===== src/rtl/mm_operand_feeder_pkg.sv =====
// Shared parameters and state encoding for the matrix-multiply operand path.
package mm_operand_feeder_pkg;

   localparam int DEFAULT_DATA_WIDTH = 8;
   localparam int DEFAULT_N          = 4;

   typedef enum logic [2:0] {
      LOAD,
      FEED,
      WAIT,
      HOLD,
      CLEAR
   } feeder_state_e;

   // A systolic array of dimension n needs the skewed stream to run for 3n-2 beats.
   function automatic int feed_beats(input int n);
      return 3 * n - 2;
   endfunction

endpackage


===== src/rtl/mm_operand_feeder_buffer.sv =====
// N-entry operand register file: one A column and one B row per entry.
module mm_operand_buffer
   import mm_operand_feeder_pkg::*;
#(
   parameter int DATA_WIDTH = DEFAULT_DATA_WIDTH,
   parameter int N          = DEFAULT_N,
   localparam int IW        = $clog2(N)
) (
   input  logic                             clk_i,
   input  logic                             wr_en,
   input  logic [IW-1:0]                    wr_idx,
   input  logic [N-1:0][DATA_WIDTH-1:0]     wr_a,
   input  logic [N-1:0][DATA_WIDTH-1:0]     wr_b,
   input  logic [IW-1:0]                    rd_idx,
   output logic [N-1:0][DATA_WIDTH-1:0]     rd_a,
   output logic [N-1:0][DATA_WIDTH-1:0]     rd_b
);

   logic [N-1:0][DATA_WIDTH-1:0] mem_a [N];
   logic [N-1:0][DATA_WIDTH-1:0] mem_b [N];

   // Contents are never read before being written, so no reset is needed.
   always_ff @(posedge clk_i) begin
      if (wr_en) begin
         mem_a[wr_idx] <= wr_a;
         mem_b[wr_idx] <= wr_b;
      end
   end

   assign rd_a = mem_a[rd_idx];
   assign rd_b = mem_b[rd_idx];

endmodule


===== src/rtl/mm_operand_feeder.sv =====
// Collects N operand beats, streams them (plus zero flush) into the array,
// then holds until the consumer acknowledges the results and clears the array.
module mm_operand_feeder
   import mm_operand_feeder_pkg::*;
#(
   parameter int DATA_WIDTH = DEFAULT_DATA_WIDTH,
   parameter int N          = DEFAULT_N
) (
   input  logic                             clk_i,
   input  logic                             reset_i,
   input  logic                             in_valid_i,
   output logic                             in_ready_o,
   input  logic [N-1:0][DATA_WIDTH-1:0]     in_a_i,
   input  logic [N-1:0][DATA_WIDTH-1:0]     in_b_i,
   output logic                             mm_valid_o,
   output logic [N-1:0][DATA_WIDTH-1:0]     mm_a_o,
   output logic [N-1:0][DATA_WIDTH-1:0]     mm_b_o,
   input  logic                             mm_valid_i,
   output logic                             mm_reset_o,
   output logic                             done_o,
   input  logic                             result_ack_i
);

   localparam int CW        = $clog2(3 * N - 1);
   localparam int IW        = $clog2(N);
   localparam int LAST_FEED = feed_beats(N) - 1;

   feeder_state_e                state;
   logic [CW-1:0]                load_cnt;
   logic [CW-1:0]                feed_cnt;
   logic [CW-1:0]                next_feed;
   logic                         next_is_data;
   logic [IW-1:0]                rd_idx;
   logic                         wr_en;
   logic [N-1:0][DATA_WIDTH-1:0] rd_a;
   logic [N-1:0][DATA_WIDTH-1:0] rd_b;

   assign wr_en = in_valid_i && in_ready_o;

   // Outputs are registered, so the buffer is read one beat ahead of what is presented.
   always_comb begin
      next_feed    = feed_cnt + CW'(1);
      next_is_data = 1'b0;
      rd_idx       = '0;
      if (state == FEED && next_feed < CW'(N)) begin
         next_is_data = 1'b1;
         rd_idx       = next_feed[IW-1:0];
      end
   end

   mm_operand_buffer #(
      .DATA_WIDTH (DATA_WIDTH),
      .N          (N)
   ) u_buffer (
      .clk_i  (clk_i),
      .wr_en  (wr_en),
      .wr_idx (load_cnt[IW-1:0]),
      .wr_a   (in_a_i),
      .wr_b   (in_b_i),
      .rd_idx (rd_idx),
      .rd_a   (rd_a),
      .rd_b   (rd_b)
   );

   always_ff @(posedge clk_i) begin
      if (reset_i) begin
         state      <= LOAD;
         load_cnt   <= '0;
         feed_cnt   <= '0;
         in_ready_o <= 1'b1;
         mm_valid_o <= 1'b0;
         mm_a_o     <= '0;
         mm_b_o     <= '0;
         done_o     <= 1'b0;
      end else begin
         case (state)
            LOAD: begin
               if (wr_en) begin
                  load_cnt <= load_cnt + CW'(1);
                  if (load_cnt == CW'(N - 1)) begin
                     state      <= FEED;
                     in_ready_o <= 1'b0;
                     feed_cnt   <= '0;
                     mm_valid_o <= 1'b1;
                     mm_a_o     <= rd_a;
                     mm_b_o     <= rd_b;
                  end
               end
            end
            FEED: begin
               if (feed_cnt == CW'(LAST_FEED)) begin
                  state      <= WAIT;
                  feed_cnt   <= '0;
                  mm_valid_o <= 1'b0;
                  mm_a_o     <= '0;
                  mm_b_o     <= '0;
               end else begin
                  feed_cnt   <= next_feed;
                  mm_valid_o <= 1'b1;
                  mm_a_o     <= next_is_data ? rd_a : '0;
                  mm_b_o     <= next_is_data ? rd_b : '0;
               end
            end
            WAIT: begin
               if (mm_valid_i) begin
                  state  <= HOLD;
                  done_o <= 1'b1;
               end
            end
            HOLD: begin
               if (result_ack_i) begin
                  state  <= CLEAR;
                  done_o <= 1'b0;
               end
            end
            CLEAR: begin
               state      <= LOAD;
               load_cnt   <= '0;
               in_ready_o <= 1'b1;
            end
            default: begin
               state <= LOAD;
            end
         endcase
      end
   end

   // The array must also be reset whenever the feeder itself is reset.
   assign mm_reset_o = reset_i || (state == CLEAR);

endmodule


===== config.mk =====
export PLATFORM = sky130hd
export DESIGN_NAME = mm_operand_feeder
export DESIGN_NICKNAME = d
export VERILOG_FILES = /design/src/rtl/mm_operand_feeder_pkg.sv /design/src/rtl/mm_operand_feeder_buffer.sv /design/src/rtl/mm_operand_feeder.sv
export SDC_FILE = /design/constraint.sdc
export NUM_CORES = 1
export LEC_CHECK = 0
export BUFFER_PORTS_ARGS = -buffer_cell sky130_fd_sc_hd__buf_2
export CORE_ASPECT_RATIO = 0.7
export CORE_MARGIN = 3
export CORE_UTILIZATION = 52
export CTS_CLUSTER_DIAMETER = 40
export CTS_CLUSTER_SIZE = 14
export DETAILED_ROUTE_END_ITERATION = 10
export PLACE_DENSITY_LB_ADDON = 0.08
export SETUP_SLACK_MARGIN = 0.15
export SYNTH_ARGS = -nofsm -noshare
export SYNTH_HDL_FRONTEND = slang
export SYNTH_SLANG_ARGS = --single-unit

===== constraint.sdc =====
create_clock -name clk_i -period 2.8 [get_ports clk_i]
set_input_delay 0.42 -clock clk_i [delete_from_list [all_inputs] [get_ports clk_i]]
set_output_delay 0.42 -clock clk_i [all_outputs]
set_load 0.01 [all_outputs]

==> run_results.csv <==
group,metric,value,unit
outcome,status,"finished clean",
floorplan,core_area,0.02302,mm²
power,pwr-share-seq,52.1,%
clock_tree,clock-root-buffer,"clkbuf_16",
timing,worstMarginPinSlew,1128,ps
hold_path,hold_path_class,"input pin to flip-flop",
timing,clock_skew,12.19,ps
synth,synth_area_leaders,"edfxtp_1 62%, dfxtp_1 13%, a22o_1 9.0%",
layout,drive_gt1_share,24.17,%
floorplan,rows,46,
critical_path,cp.arrival,2970,ps
timing,layout_setup_ws,287.6,ps
routing,drtAntennaViolNets,0,
timing,fin_crit_sh,89.73,%
critical_path,crit_chain,"ha_1 > or3_1 > a21oi_4 > buf_4 > a22o_1 > a22o_1",
routing,firstDrtPassIters,6,
timing,rsz0062_at_grt,"false",
floorplan,initial_core_util,53.88,%
place,place_congestion,0.7846,
critical_path,worst-endpoint-required,3250,ps
floorplan,dieArea,0.02577,mm²
synth,async_reset_ff_share,0,%
power,swShare,20.81,%
floorplan,die_w,190.6,µm
power,power,10700,µW
timing,setup_viol,0,
critical_path,critPathKind,"flip-flop to flip-flop",
timing,finalSetupTns,0,ps
routing,wl_per_cell,21.39,µm
timing,post-route-min-period,2512,ps
routing,drc,0,
critical_path,critical-path-slowest-cell,"a21oi_4",
clock_tree,tritoncts,"yes",
power,power_leakage,0.005791,µW
global_routing,grt.overflow.total,0,
critical_path,crit_buf_inv,1,
place,dp_hpwl,15.14,mm
routing,vias_per_cell,5.751,
timing,slew-limit-headroom,24.83,%
critical_path,start_kind,"flip-flop",
floorplan,ios,137,
clock_tree,cts.sinks,334,
clock_tree,numCtsBuffers,36,
timing,hold_viol,0,
floorplan,die_h,135.2,µm
synth,synth_edf_count,256,
synth,yosysMostFrequentCell,"edfxtp_1",
synth,syn_inst,796,
layout,syn2layout_area_growth,18.80,%
power,clkPwrFrac,43.5,%
critical_path,end_kind,"flip-flop",
routing,wl,27.40,mm
synth,ys_seq_area_share,74.57,%
clock_tree,htreeDepth,2,
clock_tree,clk_path_buf_depth,3,
synth,yosys_most_used_dff,"edfxtp_1",
power,switching_power,2227,µW
synth,synthTopCellsByCount,"256 x edfxtp_1, 128 x a22o_1, 78 x dfxtp_1",
routing,num_vias,7367,
synth,yosys_warnings,0,
synth,postSynthAreaPerCell,15.58,µm²
layout,stdcell_count,1281,
critical_path,worst_r2r_path_depth,6,
synth,synth.cell_area,0.01240,mm²
place,dp_cells,1216,
critical_path,crit_family,"compound AO/OA/AOI/OAI gates",
critical_path,cp.depth,6,
synth,synth_seq_cells,334,
clock_tree,path_clk_slew,70,ps
power,ir_worst_vdd,0.0004504,V
power,power.density,726.3,mW/mm²
clock_tree,clock_latency,510,ps
power,p_comb_share,4.4,%
synth,yosysTopAreaCell,"edfxtp_1",
place,port_buffers,136,
synth,synth.top_cell.area_share,61.98,%
synth,syn_nets,871,
place,dpl_worst_slack,6.974,ps
global_routing,antenna_found_initial,2,
global_routing,grt_pass1_vias,7591,
global_routing,grt_start_max_net_pins,65,
hold_path,holdPathStages,1,
global_routing,grtUsageTotal,21.30,%
clock_tree,cts.repair.resized,0,
run,maxCapViolCount,0,
routing,drtIter0Drc,534,
layout,layout.nets,1018,
critical_path,critPathMaxStageDelay,650,ps
critical_path,worstPathMaxFanout,20,
timing,fmax,0.3980,GHz
synth,yosysUniqueCellTypes,38,
power,internal_power,8475,µW
timing,report.final.slew_viol_count,0,
critical_path,crit_top_cell,"a22o_1",
global_routing,grt_pass1_wl,42.64,mm
layout make-up:
cell class                 count  area [µm²]
sequential                   334        9250
tap                          312       390.4
clock buffer                  42       964.7
timing repair buffer         161       955.9
inverter                       4       15.01
fill                        1717        8287
multi-input combinational    406        2947
clock inverter                21       210.2
antenna                        1       2.502
kinds of logic after synthesis:
| group | count (synthesis) | share of synthesized area [%] |
|---|---|---|
| buffers and inverters | 57 | 2.320 |
| AND/OR/NAND/NOR | 117 | 4.257 |
| AO/OA/AOI/OAI | 217 | 13.00 |
| multiplexers | 65 | 5.246 |
| flip-flops | 334 | 74.57 |
| adder cells (fa/ha/maj) | 6 | 0.6052 |
power by group through the flow:
stage	sequential (µW)	clock (µW)	combinational, µW
4_1_cts	5570	4740	484
6_report	5570	4660	475
3_5_place_dp	5680	0	481
5_1_grt	5580	4970	521
3_3_place_gp	5670	0	462
2_1_floorplan	5680	0	243
worst register-to-register path: cells and delay by family, from the launching register on:
family	cells	cell delay, ps
compound gates	3	960
flops	1	360
fa+ha+maj	1	250
simple gates	1	480
buf+inv	1	410
through the flow:
| step | util [%] | hold WS (ps) | cell area [µm²] |
|---|---|---|---|
| 6_report | 64.01 | 123.0 | 14740 |
| 5_1_grt | 64.01 | 111.9 | 14740 |
| 4_1_cts | 63.99 | 102.0 | 14730 |
| 3_5_place_dp | 58.85 | 459.2 | 13550 |
| 3_3_place_gp | 58.85 | 456.8 | 13550 |
| 2_1_floorplan | - | 452.5 | 12400 |
flip-flops by register name, summed over array words and instances (netlist names):
register	count
mm_b_o	32
in_ready_o	1
mm_a_o	32
feed_cnt	4
done_o	1
load_cnt	4
mm_valid_o	1
u_buffer.mem_b	128
state	3
u_buffer.mem_a	128
metal layers:
layer  part of all wire [%]  GRT usage (%)  up-vias
met4                    1.7          5.336        2
met1                     43          28.40     3683
li1                       -              -     3392
met5                  0.026              0        -
met3                    6.9          4.862       44
met2                     48          35.97      246
path summary, 6_finish.rpt:
| kind | start | end | slack (ps) |
|---|---|---|---|
| max | feed_cnt[1] | mm_a_o[9] | 290 |
| max reg2reg | feed_cnt[1] | mm_a_o[9] | 290 |
| min | in_b_i[13] | u_buffer.mem_b[0][13] | 120 |
| min reg2reg | mm_b_o[17] | mm_b_o[17] | 470 |
placed cells by master, fill, tap and decap left out, types with 2 or more instances in the layout:
master / synthesis / layout
edfxtp_1: 256 / 256
clkinv_4: 0 / 3
nor2b_1: 6 / 4
a22oi_1: 2 / 2
inv_6: 0 / 4
nor2b_4: 0 / 2
buf_2: 16 / 136
bufinv_16: 0 / 3
clkbuf_16: 0 / 37
mux2i_1: 65 / 65
o21ai_0: 70 / 70
clkbuf_1: 18 / 3
ha_1: 6 / 5
clkinv_1: 0 / 3
nor3_1: 3 / 3
a22o_1: 128 / 128
or3_1: 4 / 4
a21o_1: 2 / 2
nand4_1: 3 / 3
buf_12: 0 / 7
clkbuf_8: 0 / 2
nand2_1: 69 / 69
buf_4: 0 / 18
nand3_1: 3 / 3
a21oi_1: 9 / 9
clkinv_2: 0 / 5
and3_4: 0 / 4
inv_1: 4 / 4
nor2_1: 15 / 15
clkinvlp_4: 0 / 3
dfxtp_1: 78 / 77
timing repair:
action	in CTS	in global routing
pin swaps	1	1
endpoints found under the setup margin	32	1
buffers inserted	0	0
gates cloned	1	0
hold buffers	0	0
Note: power is estimated with default switching activity, not from simulation.
